<file path="src/rtl/ex_alu_if.sv">
// Handshake and data bundle between the issue stage and the EX ALU unit.
// No logic; pure wiring, zero latency.
// in_valid/in_ready on the request side; out_valid/out_ready on the result side.
interface ex_alu_if #(
  parameter int XLEN = 32
);
  logic            in_valid;
  logic            in_ready;
  logic [3:0]      alu_ctrl;
  logic [XLEN-1:0] op_a;
  logic [XLEN-1:0] op_b;
  logic [XLEN-1:0] pc_in;
  logic            flush;
  logic            out_valid;
  logic            out_ready;
  logic [XLEN-1:0] result;
  logic            zero;
  logic            illegal;

  // Issue side: offers operations and consumes results.
  modport master (
    output in_valid, alu_ctrl, op_a, op_b, pc_in, flush, out_ready,
    input  in_ready, out_valid, result, zero, illegal
  );

  // ALU side.
  modport slave (
    input  in_valid, alu_ctrl, op_a, op_b, pc_in, flush, out_ready,
    output in_ready, out_valid, result, zero, illegal
  );
endinterface

</file>
<file path="src/rtl/ex_alu_unit.sv">
// Single-issue ALU with an iterative one-bit-per-cycle shifter.
// Latency 1 for non-shift ops and zero shifts; N+1 cycles for a shift by N.
// One op in flight; result held in DONE until out_ready; flush beats everything.
module ex_alu_unit #(
  parameter int XLEN = 32
) (
  input  logic     clk,
  input  logic     rst,
  ex_alu_if.slave  bus
);

  // Operation encodings shared with alu_control.
  localparam logic [3:0] OP_ADD   = 4'd0;
  localparam logic [3:0] OP_SUB   = 4'd1;
  localparam logic [3:0] OP_SLL   = 4'd2;
  localparam logic [3:0] OP_SLT   = 4'd3;
  localparam logic [3:0] OP_SLTU  = 4'd4;
  localparam logic [3:0] OP_XOR   = 4'd5;
  localparam logic [3:0] OP_SRL   = 4'd6;
  localparam logic [3:0] OP_SRA   = 4'd7;
  localparam logic [3:0] OP_OR    = 4'd8;
  localparam logic [3:0] OP_AND   = 4'd9;
  localparam logic [3:0] OP_SGE   = 4'd10;
  localparam logic [3:0] OP_SGEU  = 4'd11;
  localparam logic [3:0] OP_NOTEQ = 4'd12;
  localparam logic [3:0] OP_JUMP  = 4'd13;

  // Shift amount width: 5 bits for RV32, 6 bits for RV64.
  localparam int SHW = (XLEN == 64) ? 6 : 5;

  typedef enum logic [1:0] {IDLE, SHIFT, DONE} state_t;

  state_t          state;
  state_t          state_nx;
  logic [3:0]      op_q;
  logic [SHW-1:0]  cnt_q;
  logic [XLEN-1:0] res_q;
  logic            ill_q;

  logic            accept;
  logic            shift_in;
  logic [SHW-1:0]  amt;
  logic [XLEN-1:0] alu_res;
  logic            alu_ill;
  logic [XLEN-1:0] shift_nx;

  assign accept   = bus.in_valid && (state == IDLE) && !bus.flush;
  assign amt      = bus.op_b[SHW-1:0];
  assign shift_in = (bus.alu_ctrl == OP_SLL) || (bus.alu_ctrl == OP_SRL) ||
                    (bus.alu_ctrl == OP_SRA);

  assign bus.in_ready  = (state == IDLE) && !rst;
  assign bus.out_valid = (state == DONE);
  assign bus.result    = res_q;
  assign bus.zero      = (res_q == '0);
  assign bus.illegal   = ill_q;

  // Single-cycle result for everything except non-zero shifts.
  always_comb begin
    alu_res = '0;
    alu_ill = 1'b0;
    case (bus.alu_ctrl)
      OP_ADD:   alu_res = bus.op_a + bus.op_b;
      OP_SUB:   alu_res = bus.op_a - bus.op_b;
      OP_XOR:   alu_res = bus.op_a ^ bus.op_b;
      OP_OR:    alu_res = bus.op_a | bus.op_b;
      OP_AND:   alu_res = bus.op_a & bus.op_b;
      OP_SLT:   alu_res = {{(XLEN-1){1'b0}}, ($signed(bus.op_a) < $signed(bus.op_b))};
      OP_SLTU:  alu_res = {{(XLEN-1){1'b0}}, (bus.op_a < bus.op_b)};
      OP_SGE:   alu_res = {{(XLEN-1){1'b0}}, ($signed(bus.op_a) >= $signed(bus.op_b))};
      OP_SGEU:  alu_res = {{(XLEN-1){1'b0}}, (bus.op_a >= bus.op_b)};
      OP_NOTEQ: alu_res = {{(XLEN-1){1'b0}}, (bus.op_a != bus.op_b)};
      OP_JUMP:  alu_res = bus.pc_in + XLEN'(4);
      OP_SLL, OP_SRL, OP_SRA: alu_res = bus.op_a;   // amount-0 shift passes a through
      default:  alu_ill = 1'b1;
    endcase
  end

  // One-bit shift step applied to the working value each SHIFT cycle.
  always_comb begin
    shift_nx = res_q;
    case (op_q)
      OP_SLL:  shift_nx = {res_q[XLEN-2:0], 1'b0};
      OP_SRL:  shift_nx = {1'b0, res_q[XLEN-1:1]};
      OP_SRA:  shift_nx = {res_q[XLEN-1], res_q[XLEN-1:1]};
      default: shift_nx = res_q;
    endcase
  end

  // State register.
  always_ff @(posedge clk or posedge rst) begin
    if (rst) state <= IDLE;
    else     state <= state_nx;
  end

  // Next-state logic; flush overrides every other transition.
  always_comb begin
    state_nx = state;
    if (bus.flush) begin
      state_nx = IDLE;
    end else begin
      case (state)
        IDLE:  if (accept) state_nx = (shift_in && (amt != '0)) ? SHIFT : DONE;
        SHIFT: if (cnt_q == SHW'(1)) state_nx = DONE;
        DONE:  if (bus.out_ready) state_nx = IDLE;
        default: state_nx = IDLE;
      endcase
    end
  end

  // Operand capture and iterative shift; res_q doubles as the shift register.
  always_ff @(posedge clk or posedge rst) begin
    if (rst) begin
      op_q  <= '0;
      cnt_q <= '0;
      res_q <= '0;
      ill_q <= 1'b0;
    end else if (!bus.flush) begin
      if (accept) begin
        op_q  <= bus.alu_ctrl;
        ill_q <= alu_ill;
        res_q <= alu_res;
        cnt_q <= shift_in ? amt : '0;
      end else if (state == SHIFT) begin
        res_q <= shift_nx;
        cnt_q <= cnt_q - SHW'(1);
      end
    end
  end

endmodule

</file>
<file path="src/flat_wrapper.sv">
// flat-port wrapper written by rule: the top's interface ports become plain ports
module ex_alu_unit_flat 
#(
  parameter int XLEN = 32
)
  (clk, rst, bus_in_valid, bus_alu_ctrl, bus_op_a, bus_op_b, bus_pc_in, bus_flush, bus_out_ready, bus_in_ready, bus_out_valid, bus_result, bus_zero, bus_illegal);
  ex_alu_if #(.XLEN(XLEN)) bus_i ();
  input  logic clk;
  input  logic rst;
  input wire logic [$bits(bus_i.in_valid)-1:0] bus_in_valid;
  input wire logic [$bits(bus_i.alu_ctrl)-1:0] bus_alu_ctrl;
  input wire logic [$bits(bus_i.op_a)-1:0] bus_op_a;
  input wire logic [$bits(bus_i.op_b)-1:0] bus_op_b;
  input wire logic [$bits(bus_i.pc_in)-1:0] bus_pc_in;
  input wire logic [$bits(bus_i.flush)-1:0] bus_flush;
  input wire logic [$bits(bus_i.out_ready)-1:0] bus_out_ready;
  output wire logic [$bits(bus_i.in_ready)-1:0] bus_in_ready;
  output wire logic [$bits(bus_i.out_valid)-1:0] bus_out_valid;
  output wire logic [$bits(bus_i.result)-1:0] bus_result;
  output wire logic [$bits(bus_i.zero)-1:0] bus_zero;
  output wire logic [$bits(bus_i.illegal)-1:0] bus_illegal;
  assign bus_i.in_valid = bus_in_valid;
  assign bus_i.alu_ctrl = bus_alu_ctrl;
  assign bus_i.op_a = bus_op_a;
  assign bus_i.op_b = bus_op_b;
  assign bus_i.pc_in = bus_pc_in;
  assign bus_i.flush = bus_flush;
  assign bus_i.out_ready = bus_out_ready;
  assign bus_in_ready = bus_i.in_ready;
  assign bus_out_valid = bus_i.out_valid;
  assign bus_result = bus_i.result;
  assign bus_zero = bus_i.zero;
  assign bus_illegal = bus_i.illegal;
  ex_alu_unit #(.XLEN(XLEN)) u_core (.clk(clk), .rst(rst), .bus(bus_i));
endmodule
</file>
<file path="config.mk">
export PLATFORM = sky130hd
export DESIGN_NAME = ex_alu_unit_flat
export DESIGN_NICKNAME = d
export VERILOG_FILES = /design/src/rtl/ex_alu_if.sv /design/src/rtl/ex_alu_unit.sv /design/src/flat_wrapper.sv
export SDC_FILE = /design/constraint.sdc
export NUM_CORES = 1
export LEC_CHECK = 0
export ABC_AREA = 1
export CORE_AREA = 5 5 99 194
export CTS_CLUSTER_DIAMETER = 200
export DETAILED_ROUTE_END_ITERATION = 10
export DIE_AREA = 0 0 104 199
export DONT_BUFFER_PORTS = 1
export GPL_TIMING_DRIVEN = 0
export PLACE_DENSITY = 0.7
export SLEW_MARGIN = 20
export SYNTH_ARGS = -nofsm -noshare
export SYNTH_HDL_FRONTEND = slang
export SYNTH_SLANG_ARGS = --single-unit
</file>
<file path="constraint.sdc">
create_clock -name clk -period 2.25 [get_ports clk]
set_clock_uncertainty 0.15 [all_clocks]
set_input_delay 0.675 -clock clk [delete_from_list [all_inputs] [get_ports clk]]
set_output_delay 0.675 -clock clk [all_outputs]
set_load 0.01 [all_outputs]
</file>
==> out/qor.yml <==
global_routing:
  grt_max_degree: 30
  grtUsageTotal: 0.4380
  overflow: 0
  antenna_found_initial: 0
  grt_pass1_vias: 12850
  grt_pass1_wl_mm: 71.20
pwr:
  ir_worst_vdd_mv: 0.7944
  powerDensity_nw_per_um2: 504.0
  p_leak_nw: 6.289
yosys:
  synthArstFlopShare: 1.000
  synth_top_area_frac: 0.1811
  synth_warnings: 0
  synth.distinct_cells: 49
  synth_seq_cells: 44
  yosysMostFrequentCell: "nand2_1"
  seq_area_frac_synth: 0.1125
  synth_area_leader_cell: "nand2_1"
  synth_nets: 1944
  netlist_area_um2: 9784
  synth-edff-count: 0
  ys.flop_type: "dfrtp_1"
  avgSynthCellArea_um2: 5.639
  synthTopCellsByArea: "nand2_1, ha_1, dfrtp_1, inv_1, nand3_1"
  ys_top_cells_by_count: "nand2_1, inv_1, nand3_1, nor2_1, a21oi_1"
  synthCells: 1735
finish:
  final_cell_count_no_fill: 2069
  area_delta_synth_final_pct: 41.66
  utilization: 0.7870
  drive_above_1_share: 0.3572
  diodes: 0
  nets: 2064
  multi_input_area_um2: 9714
  final-seq-area_um2: 1105
  fillCellCount: 1240
die:
  die_area_um2: 20700
  core_um2: 17610
  chipHeight_um: 199
  die_w_um: 104
  io_pins: 141
  std_cell_rows: 69
  start_util: 0.5556
route:
  drt_wl_total_mm: 51.85
  vias: 14150
  drt-initial-drc-count: 2387
  ant_nets: 0
  vias_per_cell: 6.839
  first_pass_iters: 11
  wl_per_cell_um: 25.06
  drc: 7
clock_network:
  cts.path.max_buffers: 2
  cts_tree: "yes"
  clk_latency_ns: 0.29
  cts_made_buffers: 5
  cts.clk_slew.worst_paths_ns: 0.07
  cts.sinks: 44
  htreeDepth: 2
  cts_hold_buf: 0
  root_buffer: "clkbuf_16"
timing:
  maxSlewViolCount: 0
  finalSetupViolCount: 33
  post-route-period-util: 1.214
  hold_violations: 0
  relSlewSlack: 0.4987
  worst_slew_pin_slew_ns: 0.7441
  fin_ws_ns: -0.4823
  period_minus_slack_ns: 2.732
  max_freq_ghz: 0.3660
  rsz0062_at_grt: "yes"
worst_setup_path:
  critical_path_arrival_ns: 2.74
  cp_max_fo: 7
  crit_type: "in -> reg"
  setup.worst_path.end_class: "register"
  crit_required_ns: 2.26
  start_kind: "input pin"
placement:
  hpwl_mm: 35.99
  gp_congestion: 1.044
  portBuffers: 0
  dp_cells: 1949
run:
  drv_cap: 0
worst_hold_path:
  holdCritPathClass: "in -> async"
status:
  violations: "design-rule violations, negative setup slack"
  status: "complete, but fails checks"
logic make-up (layout without fill, tap and decap cells):
kind of cell,after synthesis,in the layout,share of synthesized area
simple gates,943,943,0.4164
fa+ha+maj,104,104,0.1345
buf+inv,324,445,0.1358
compound gates,317,317,0.1981
xor+xnor,3,3,0.002686
flops,44,44,0.1125
per-stage QoR:
stage                     area [µm²]  TNS [ns]  setup WS [ns]  hold slack, ns  power (mW)
after floorplan                10410    -1.389        -0.1672          0.3401       3.879
after global placement         10670    -23.56         -1.032          0.3735       4.662
after detailed placement       10690    -23.49         -1.036          0.3789       4.798
after CTS                      12670    -3.192        -0.2499         0.09378       6.240
after global routing           13860    -8.614        -0.6511          0.1050       7.275
final                          13860    -7.206        -0.4823         0.08549       6.986
report_power, final:
part           total, mW  switching, mW  leakage (nW)  internal, mW
Combinational       4.33           2.74          5.71          1.59
Clock              0.843          0.320        0.0808         0.523
Sequential          1.81          0.663         0.499          1.15
cell type report:
| cell class | instances | share of cell area |
|---|---|---|
| Buffer | 51 | 0.02979 |
| Inverter | 266 | 0.08467 |
| Clock inverter | 2 | 0.002528 |
| Multi-Input combinational cell | 1367 | 0.7008 |
| Sequential cell | 44 | 0.07971 |
| Tap cell | 213 | 0.01923 |
| Clock buffer | 6 | 0.009298 |
| Timing Repair Buffer | 120 | 0.07393 |
metal layers:
layer	vias up	wire length (µm)	global-route usage
met4	0	5794	0.3362
met1	6396	16170	0.4721
met3	471	7031	0.1231
met2	1310	22860	0.7211
met5	-	0	0
li1	5973	-	-
layout by cell type, fill, tap and decap left out, types with 24 or more instances in the layout:
master	instances
a21oi_1	45
a21oi_2	44
a21oi_4	25
a31oi_1	35
buf_4	99
buf_6	33
dfrtp_1	41
ha_1	69
ha_4	31
inv_1	186
inv_2	40
inv_4	24
nand2_1	365
nand2_2	75
nand2_4	40
nand3_1	131
nand3_2	36
nand4_1	24
nor2_1	118
nor2_2	27
nor2_4	39
o21ai_0	38
critical path, stage by stage:
cell and delay (ns):
inv_8 0.01, ha_4 0.26, buf_12 0.15, clkinv_8 0.05
a21oi_4 0.21, o21ai_2 0.11, a21oi_2 0.24, buf_4 0.15
buf_4 0.10, nand3_2 0.06, nand3_2 0.06, nand4_1 0.33
nand2_1 0.25, a22oi_2 0.08
worst paths after layout:
path                                        startpoint                           endpoint  slack [ns]  cells past startpoint
min                                                rst        u_core.cnt_q[2]$_DFFE_PP0P_        0.09                      1
max reg2reg                u_core.state[0]$_DFFE_PP0P_  u_core.bus.result[30]$_DFFE_PP0P_       -0.20                      9
max                                       bus_op_a[10]  u_core.bus.result[15]$_DFFE_PP0P_       -0.48                     14
min reg2reg                 u_core.op_q[0]$_DFFE_PP0P_         u_core.op_q[0]$_DFFE_PP0P_        0.40                      2
min in group clk                       bus_alu_ctrl[2]         u_core.op_q[2]$_DFFE_PP0P_        0.38                      2
max in group asynchronous                          rst   u_core.bus.result[3]$_DFFE_PP0P_        1.37                      2
state kept, by name, indices dropped and copies added (netlist names):
| signal | cells |
|---|---|
| u_core.bus.result | 32 |
| u_core.cnt_q | 5 |
| u_core.op_q | 4 |
| u_core.state | 2 |
| u_core.bus.illegal | 1 |
what timing repair did:
action	in CTS	in global routing
pin swaps	109	118
resized for setup	355	207
cloned	2	1
buffers inserted	60	59
setup endpoints to repair	33	36
(Power assumes the default switching activity.)
